### src/rtl/keypad_pkg.sv
// Shared types and constants for the 4x4 matrix-keypad scanner.
package keypad_pkg;

  localparam int COLS = 4;
  localparam int ROWS = 4;

  typedef enum logic [1:0] {
    SCAN     = 2'd0,
    DEBOUNCE = 2'd1,
    HELD     = 2'd2,
    RELEASE  = 2'd3
  } state_t;

  // Printed legend of each key, indexed by key code (row*4 + col).
  localparam logic [7:0] KEY_LEGEND [16] = '{
    "1", "2", "3", "A",
    "4", "5", "6", "B",
    "7", "8", "9", "C",
    "*", "0", "#", "D"
  };

  // Index of the lowest row pulled low; lower rows win when several are pressed.
  function automatic logic [1:0] low_row_idx(input logic [3:0] rows);
    logic [1:0] idx;
    idx = 2'd0;
    for (int i = ROWS - 1; i >= 0; i--) begin
      if (!rows[i]) idx = 2'(i);
    end
    return idx;
  endfunction

endpackage

### src/rtl/keypad_tick.sv
// Dwell-end pulse generator: reloadable down-counter, same pattern as the
// display refresh divider. While disabled it sits at DIV-1 so that the next
// enabled period is always a full, fresh dwell.
module keypad_tick #(
  parameter logic [15:0] DIV = 16'd50000
) (
  input  logic clk,
  input  logic srst,
  input  logic en,
  output logic tick
);

  logic [15:0] cnt_reg;

  // Count down while enabled; reload on reset, when disabled, or after the last cycle.
  always_ff @(posedge clk) begin
    if (srst || !en || cnt_reg == 16'd0) begin
      cnt_reg <= DIV - 16'd1;
    end else begin
      cnt_reg <= cnt_reg - 16'd1;
    end
  end

  assign tick = en && (cnt_reg == 16'd0);

endmodule

### src/rtl/keypad_scan.sv
// 4x4 matrix-keypad scanner: active-low column strobes, synchronized active-low
// rows, press/release debounce, 4-bit key code with a one-cycle valid strobe.
// Optional auto-repeat while a key is held: define KEYPAD_AUTOREPEAT_EN.
module keypad_scan
  import keypad_pkg::*;
#(
  parameter logic [15:0] CLK_DIV      = 16'd50000,
  parameter logic [19:0] DEBOUNCE_CNT = 20'd500000,
  parameter logic [23:0] REPEAT_DLY   = 24'd25000000,
  parameter logic [23:0] REPEAT_PER   = 24'd10000000
) (
  input  logic       CLK,
  input  logic       RST,
  input  logic [3:0] row,
  output logic [3:0] col,
  output logic [3:0] key,
  output logic       key_valid,
  output logic       key_held
);

  logic [3:0]  row_m_reg, row_s_reg;
  state_t      state_reg, state_next;
  logic [1:0]  col_idx_reg, col_idx_next;
  logic [3:0]  cap_reg, cap_next;
  logic [19:0] deb_cnt_reg, deb_cnt_next;
  logic [3:0]  key_reg, key_next;
  logic        key_valid_reg, key_valid_next;
  logic        key_held_reg, key_held_next;
  logic        dwell_tick;

`ifdef KEYPAD_AUTOREPEAT_EN
  logic [23:0] rep_cnt_reg, rep_cnt_next;
  logic        rep_first_reg, rep_first_next;
`endif

  keypad_tick #(.DIV(CLK_DIV)) u_tick (
    .clk  (CLK),
    .srst (RST),
    .en   (state_reg == SCAN),
    .tick (dwell_tick)
  );

  // Two-flop synchronizer for the asynchronous row lines; idles high.
  always_ff @(posedge CLK) begin
    if (RST) begin
      row_m_reg <= 4'hF;
      row_s_reg <= 4'hF;
    end else begin
      row_m_reg <= row;
      row_s_reg <= row_m_reg;
    end
  end

  // State and output registers.
  always_ff @(posedge CLK) begin
    if (RST) begin
      state_reg     <= SCAN;
      col_idx_reg   <= 2'd0;
      cap_reg       <= 4'hF;
      deb_cnt_reg   <= 20'd0;
      key_reg       <= 4'h0;
      key_valid_reg <= 1'b0;
      key_held_reg  <= 1'b0;
`ifdef KEYPAD_AUTOREPEAT_EN
      rep_cnt_reg   <= 24'd0;
      rep_first_reg <= 1'b1;
`endif
    end else begin
      state_reg     <= state_next;
      col_idx_reg   <= col_idx_next;
      cap_reg       <= cap_next;
      deb_cnt_reg   <= deb_cnt_next;
      key_reg       <= key_next;
      key_valid_reg <= key_valid_next;
      key_held_reg  <= key_held_next;
`ifdef KEYPAD_AUTOREPEAT_EN
      rep_cnt_reg   <= rep_cnt_next;
      rep_first_reg <= rep_first_next;
`endif
    end
  end

  // Next-state logic: scan, debounce press, hold, debounce release.
  always_comb begin
    state_next     = state_reg;
    col_idx_next   = col_idx_reg;
    cap_next       = cap_reg;
    deb_cnt_next   = deb_cnt_reg;
    key_next       = key_reg;
    key_valid_next = 1'b0;
    key_held_next  = key_held_reg;
`ifdef KEYPAD_AUTOREPEAT_EN
    rep_cnt_next   = 24'd0;
    rep_first_next = rep_first_reg;
`endif
    case (state_reg)
      SCAN: begin
        if (dwell_tick) begin
          if (row_s_reg == 4'hF) begin
            col_idx_next = col_idx_reg + 2'd1;
          end else begin
            cap_next     = row_s_reg;
            deb_cnt_next = 20'd0;
            state_next   = DEBOUNCE;
          end
        end
      end
      DEBOUNCE: begin
        if (row_s_reg == cap_reg) begin
          if (deb_cnt_reg == DEBOUNCE_CNT - 20'd1) begin
            key_next       = {low_row_idx(cap_reg), col_idx_reg};
            key_valid_next = 1'b1;
            key_held_next  = 1'b1;
            deb_cnt_next   = 20'd0;
            state_next     = HELD;
`ifdef KEYPAD_AUTOREPEAT_EN
            rep_first_next = 1'b1;
`endif
          end else begin
            deb_cnt_next = deb_cnt_reg + 20'd1;
          end
        end else begin
          col_idx_next = col_idx_reg + 2'd1;
          state_next   = SCAN;
        end
      end
      HELD: begin
        if (row_s_reg == 4'hF) begin
          deb_cnt_next = 20'd0;
          state_next   = RELEASE;
        end else begin
`ifdef KEYPAD_AUTOREPEAT_EN
          // First repeat after REPEAT_DLY cycles, then one every REPEAT_PER.
          if (rep_first_reg && rep_cnt_reg == REPEAT_DLY - 24'd1) begin
            key_valid_next = 1'b1;
            rep_first_next = 1'b0;
          end else if (!rep_first_reg && rep_cnt_reg == REPEAT_PER - 24'd1) begin
            key_valid_next = 1'b1;
          end else begin
            rep_cnt_next = rep_cnt_reg + 24'd1;
          end
`endif
        end
      end
      RELEASE: begin
        if (row_s_reg == 4'hF) begin
          if (deb_cnt_reg == DEBOUNCE_CNT - 20'd1) begin
            key_held_next = 1'b0;
            deb_cnt_next  = 20'd0;
            col_idx_next  = col_idx_reg + 2'd1;
            state_next    = SCAN;
          end else begin
            deb_cnt_next = deb_cnt_reg + 20'd1;
          end
        end else begin
          state_next = HELD;
        end
      end
      default: state_next = SCAN;
    endcase
  end

  assign col       = ~(4'b0001 << col_idx_reg);
  assign key       = key_reg;
  assign key_valid = key_valid_reg;
  assign key_held  = key_held_reg;

endmodule
### config.mk
export PLATFORM = sky130hd
export DESIGN_NAME = keypad_scan
export DESIGN_NICKNAME = d
export VERILOG_FILES = /design/src/rtl/keypad_pkg.sv /design/src/rtl/keypad_tick.sv /design/src/rtl/keypad_scan.sv
export SDC_FILE = /design/constraint.sdc
export NUM_CORES = 1
export LEC_CHECK = 0
export ABC_AREA = 1
export ABC_CLOCK_PERIOD_IN_PS = 1800
export CAP_MARGIN = 10
export CORE_ASPECT_RATIO = 0.7
export CORE_UTILIZATION = 57
export DETAILED_ROUTE_END_ITERATION = 8
export DONT_BUFFER_PORTS = 1
export PLACE_DENSITY = 0.75
export SYNTH_ARGS = -nofsm -noshare
export SYNTH_HDL_FRONTEND = slang
export SYNTH_HIERARCHICAL = 1
export SYNTH_SLANG_ARGS = --single-unit
### constraint.sdc
create_clock -name CLK -period 1.8 [get_ports CLK]
set_input_delay 0.18 -clock CLK [delete_from_list [all_inputs] [get_ports CLK]]
set_output_delay 0.18 -clock CLK [all_outputs]
set_load 0.03 [all_outputs]
==> results of run 1 <==
-- worst reg2reg max path: cells and delay by family, from the launching register on --
family	cells	cell delay [ns]
AND/OR/NAND/NOR	9	0.90
AO/OA/AOI/OAI	1	0.07
flip-flops	1	0.32
adder cells (fa/ha/maj)	1	0.16
buffers and inverters	3	0.37
-- worst paths after layout --
check                       end                from  slack [ns]  depth (start not counted)
min reg2reg  u_tick/cnt_reg[15]  u_tick/cnt_reg[15]        0.50                          2
max             deb_cnt_reg[12]   u_tick/cnt_reg[0]       -0.12                         14
max reg2reg     deb_cnt_reg[12]   u_tick/cnt_reg[0]       -0.12                         14
min             deb_cnt_reg[14]                 RST       -0.12                          1
-- stage by stage --
step	util [%]	power (mW)	std cells	instance area, um^2	TNS, ns
4_1_cts	73.5	2.67	658	4230	-0.658
2_1_floorplan	-	1.41	514	3450	-0.100
6_report	75.2	2.67	661	4330	-2.05
3_3_place_gp	65.8	1.42	619	3790	-0.709
5_1_grt	75.2	2.77	661	4330	-4.38
3_5_place_dp	65.8	1.43	619	3790	-1.74
-- cells by family (layout without fill, tap and decap cells) --
kind of cell / after synthesis / after routing / share of synthesized area [%]
buf+inv: 80 / 151 / 9.46
flops: 58 / 58 / 34.0
compound gates: 40 / 40 / 7.70
fa+ha+maj: 6 / 6 / 2.20
xor+xnor: 9 / 9 / 2.31
simple gates: 321 / 322 / 44.3
-- metal layers --
metal,vias to the layer above,part of all wire (%),track usage [%],routed length [um]
met1,1561,45,40.1,4060
met5,-,0,0,0
li1,1735,-,-,-
met4,0,2.0,12.5,177
met3,19,7.4,9.13,661
met2,129,45,47.3,4060
-- layout make-up --
cell class	instances	area [um^2]
Fill cell	442	1430
Multi-Input combinational cell	377	2050
Sequential cell	58	1160
Tap cell	75	93.8
Inverter	69	274
Timing Repair Buffer	66	541
Clock buffer	9	124
Clock inverter	7	78.8
-- cell usage in the layout, fill, tap and decap left out, types with 2 or more instances in the layout --
cell,n
a21oi_1,6
a21oi_2,12
buf_4,50
buf_6,4
clkbuf_8,9
clkinv_4,2
clkinvlp_4,3
dfxtp_1,56
dfxtp_2,2
dlygate4sd3_1,12
ha_1,5
inv_1,61
inv_2,6
nand2_1,127
nand2_2,22
nand2_4,3
nand3_1,42
nand3_2,3
nand3_4,2
nand3b_1,4
nand4_1,4
nor2_1,66
nor2_2,16
nor2_4,11
nor3_1,7
o211ai_1,5
o21ai_0,7
o21ai_1,7
or2_2,10
xnor2_1,3
xor2_1,6
-- repair_timing --
item | 4_1_cts | 5_1_grt
endpoints found under the hold margin | 21 | 13
cloned | 1 | 0
pin swaps | 2 | 10
setup buffers | 10 | 3
resized for setup | 10 | 29
setup endpoints to repair | 22 | 28
-- power breakdown --
| group | switching, mW | internal, mW | leakage (nW) | total [mW] |
|---|---|---|---|---|
| clock network | 0.588 | 0.646 | 0.0921 | 1.23 |
| logic | 0.0687 | 0.0639 | 1.26 | 0.133 |
| registers | 0.00927 | 1.30 | 0.470 | 1.31 |
==> impl_results.md, run 1 <==
* Initial Utilization at just under 60%
* Pwr per Cell Area at roughly 620 nW/um^2
* Post-synth EDFFs at 0
* WP buf/inv at 3
* List of most frequent post-synthesis cells: nand2_1 (143), nor2_1 (69), inv_1 (64), dfxtp_1 (58), nand3_1 (42)
* CP Class: flip-flop to flip-flop
* Critical-path cell list: inv_2 > ha_4 > nand2_8 > nor2_8 > nand2_2 > nor3_2 > inv_1 > nand2_2 > nand2_2 > nor2_4 > nand3_4 > buf_4 > nand2_1 > a21oi_2
* Crit path max-delay cell type: dfxtp_2
* Seq/Total Area, Yosys at about a third
* I/O pin total at 16
* Crit path top cell by count: nand2_2
* Place WS at -0.122 ns
* Syn_nets at 526
* Sink count of the clock tree at 58
* Req. time, crit path at 2.05 ns
* Area contributors post-synth: dfxtp_1 (34%), nand2_1 (16%), nor2_1 (7.6%)
* Drt wl/cell at 13.5 um
* Drt pass-1 iters at 6
* Failing checks: negative hold slack, negative setup slack
* GR Overflow Total at 0
* Vias in the first global route at 3069
* Initial antenna violation count at 0
* Ys Warns at 6
* Critical Path Sink Type: flip-flop
* Crit-path max FO at 6
* First-pass GRT wire length at between 10000 and 15000 um
* Static leakage at 1.83 nW
* Type of the tightest min-delay check: primary input to flip-flop
* Placer Congestion at between 0.9 and 1
* Post-route setup slack at -0.122 ns
* P&R area growth vs syn at 26.8%
* Slew headroom at about three quarters
* RSZ-0062 raised after global routing: yes
* Die X at approximately 94 um
* Post-synth top area share at between 30 and 40%
* Rows at 23
* Setup violators final at 27
* Clock-pin slew on the worst setup and hold paths at 0.07 ns
* Die height at 66.7 um
* Final min period at 1.92 ns
* Syn avg cell area at 6.64 um^2
* Worst skew pair latency at 0.36 ns
* CTS tree: built
* Vias at approximately 3400
* Yosys top cell by area: dfxtp_1
* Mapped Cells at 514
* Core footprint at between 5000 and 6000 um^2
* Yosys reg bits at a little under 60
* Worst vdd ir at ~0.61 mV
* Ys flop type: dfxtp_1
* Port Buf Inserts at 0
* Final Hold Fails at 13
* Final Cycle Share at 107%
* Status: complete, but fails checks
* GRT Resource Usage Total at 30.7%
* Die area at 6300 um^2
* Clock Tree Buf Depth at 2
* HPWL after DPL at around 5900 um
* Hold-fix buffers at CTS at 12
* Data arrival, critical path at between 2 and 2.5 ns
* Worst hold slack at -0.124 ns
* Antenna viol nets, final at 0
* Syn Std Cell Area at roughly 3400 um^2
* Largest net degree at the start of global routing at 23
* Post-synth ARST share at 0%
* Synth cell types at 35
* Most frequent cell after synthesis: nand2_1
* Peak Freq at 520 MHz
* Post-route DRC at 0
* Final WL at ~9000 um
* H-tree levels at 3
* Via density per instance at between 5 and 6
* Max FFs per register at 20
* Clock Root Buffer: clkbuf_8
* Share of cells above drive strength 1 at between 20 and 30%
* Fin nets at between 500 and 600
* CP Launch Type: flip-flop
* # diodes at 0
* Worst slew pin tran at 0.385 ns
* Total CTS buffers at 9
* Largest stage delay, worst path at 0.32 ns
* Final Max Slew Viols at 0
* Max_cap viols at 0
* CP delay by family, top: simple AND/OR/NAND/NOR gates
* Starting DRT DRC Count at between 200 and 300
* Clock skew at between 0.009 and 0.01 ns
(Power assumes the default switching activity.)
==> run 2: changes to the inputs <==
CORE_ASPECT_RATIO = 1.4   (was 0.7)
==> run 2 against run 1 <==
Against the previous run: the flow still finishes with violations (negative hold slack, negative setup slack); wire length decreased by 6.8%; flip-flop and latch count unchanged; critical path depth unchanged; die area about the same; final cell count decreased by 3.2%; non-clock buffer count decreased by 17; via count decreased by 3.2%; sequential power about the same; register-to-register slack improved by 0.02 ns; fmax increased by 1.1%; critical endpoint is now deb_cnt_reg[4]; highest routed layer unchanged.
==> impl_results.md, run 2 (synthesis results as in run 1) <==
* Final WL at 8350 um
* Commonest non-fill, non-tap cell in the layout: nand2_1
* Die X at approximately 67 um
* Largest net degree at the start of global routing at 23
* Finished Layout Cells at 640
* Sink count of the clock tree at between 50 and 60
* Slew headroom at 68.5%
* Rows at 33
* GR Overflow Total at 0
* Post-route setup slack at -0.102 ns
* Initial Utilization at between 50% and 60%
* P&R area growth vs syn at 23.6%
* Clock Root Buffer: clkbuf_8
* Failing checks: negative hold slack, negative setup slack
* Switching share of total power at a little under a quarter
* Worst vdd ir at between 0.5 and 0.6 mV
* First-pass GRT wire length at approximately 14000 um
* Die height at roughly 94 um
* RSZ-0062 raised after global routing: yes
* Final Hold Fails at 12
* H-tree levels at 3
* Sw power at 0.618 mW
* HPWL after DPL at around 5900 um
* I/O pin total at 16
* Port Buf Inserts at 0
* Starting DRT DRC Count at ~190
* Final Max Slew Viols at 0
* Clock Tree Buf Depth at 2
* CP Class: flip-flop to flip-flop
* Setup TNS Final at -1.52 ns
* Worst r2r src: u_tick/cnt_reg[0]
* Core footprint at roughly 5800 um^2
* Final min period at 1.90 ns
* Comb power frac at around 4.2%
* Placement Cell Area at 3720 um^2
* Vias at roughly 3300
* Via density per instance at 5.21
* Internal at approximately 2.1 mW
* Share of cells above drive strength 1 at 26.5%
* Critical Path Start: u_tick/cnt_reg[0]
* Status: complete, but fails checks
* Total CTS buffers at 9
* CP Launch Type: flip-flop
* Drt wl/cell at 13.0 um
* Die area at roughly 6300 um^2
* Vias in the first global route at about 3300
* End-of-flow core utilization at 72.4%
* Peak Freq at about 530 MHz
* Place WS at -0.132 ns
* Clock power frac at a little under half
* Worst skew pair latency at between 0.3 and 0.4 ns
* GRT Resource Usage Total at 29.7%
* Drt pass-1 iters at 4
* Hold-fix buffers at CTS at 12
* Worst hold slack at -0.109 ns
* CTS tree: built
* Req. time, crit path at approximately 2.0 ns
* Clock skew at roughly 0.0081 ns
* Hold path startpoint: RST
* Setup violators final at 20
* Crit-path max FO at 7
* Worst slew pin tran at between 0.4 and 0.5 ns
* Fin area at ~4200 um^2
* Critical Path Sink Type: flip-flop
* Max_cap viols at 0
* Total power at around 2.7 mW
* Post-route DRC at 0
* Initial antenna violation count at 0
* DP Cell Count at ~600
* Static leakage at ~1.8 nW
* Clock-pin slew on the worst setup and hold paths at about 0.07 ns
* Final Cycle Share at 106%
* Data arrival, critical path at ~2.1 ns
* Max FFs per register at 20
* # diodes at 0
* Register share of total power at around half
* Placer Congestion at 0.933
* Pwr per Cell Area at between 600 and 700 nW/um^2
* Fin nets at 577
* Type of the tightest min-delay check: primary input to flip-flop
* Most frequent cells in the layout: nand2_1 (129), nor2_1 (64), inv_1 (61)
* Antenna viol nets, final at 0
==> run 2: cell count changes in the layout (fill, tap and decap cells not counted), moves of 2 or more <==
cell and delta:
buf_4 -15, nand2_2 -4, buf_6 -2, clkbuf_8 +2, clkinv_4 -2, nand2_1 +2
nand2_4 +2, nor2_1 -2
==> run 2: worst paths after layout <==
kind                         end  slack, ns  cells after the start
setup / recovery  deb_cnt_reg[4]      -0.10                     14
hold / removal    deb_cnt_reg[8]      -0.11                      1
setup reg to reg  deb_cnt_reg[4]      -0.10                     14
hold reg to reg   deb_cnt_reg[1]       0.48                      2
==> run 2: critical path, cell delays in order (launching register included) <==
cell and delay [ns]:
dfxtp_2 0.33, inv_2 0.07, ha_4 0.16, nand2_8 0.06
nor2_8 0.12, nand2_4 0.06, nor3_2 0.10, inv_1 0.08
nand2_2 0.08, nand2_2 0.06, nor2_4 0.12, nand3_4 0.20
nand2_2 0.15, o21ai_1 0.06, and2_1 0.13
==> run 2: cell type report <==
class | instances | area [um^2]
Inverter | 69 | 267
Clock buffer | 11 | 151
Sequential cell | 58 | 1160
Fill cell | 484 | 1600
Timing Repair Buffer | 49 | 405
Clock inverter | 5 | 61.3
Timing Repair inverter | 1 | 8.76
Tap cell | 70 | 87.6
Multi-Input combinational cell | 377 | 2070
==> run 2: what timing repair did <==
action,in CTS,in global routing
buffers inserted,3,1
gates resized for setup,19,23
gates cloned,2,0
endpoints found under the setup margin,22,24
endpoints found under the hold margin,20,12
pin swaps,10,7
==> run 2: power by group through the flow <==
stage                     combinational (mW)  sequential (mW)  clock (mW)
after floorplan                       0.0710             1.33           0
after global placement                0.0884             1.33           0
after detailed placement              0.0912             1.33           0
after CTS                              0.110             1.31        1.28
after global routing                   0.123             1.31        1.34
final                                  0.114             1.31        1.27
==> run 2: metal layers <==
metal	track usage [%]	wire length, um
met1	32.4	3400
met2	52.6	4320
met3	6.46	397
met4	13.7	234
met5	0	0
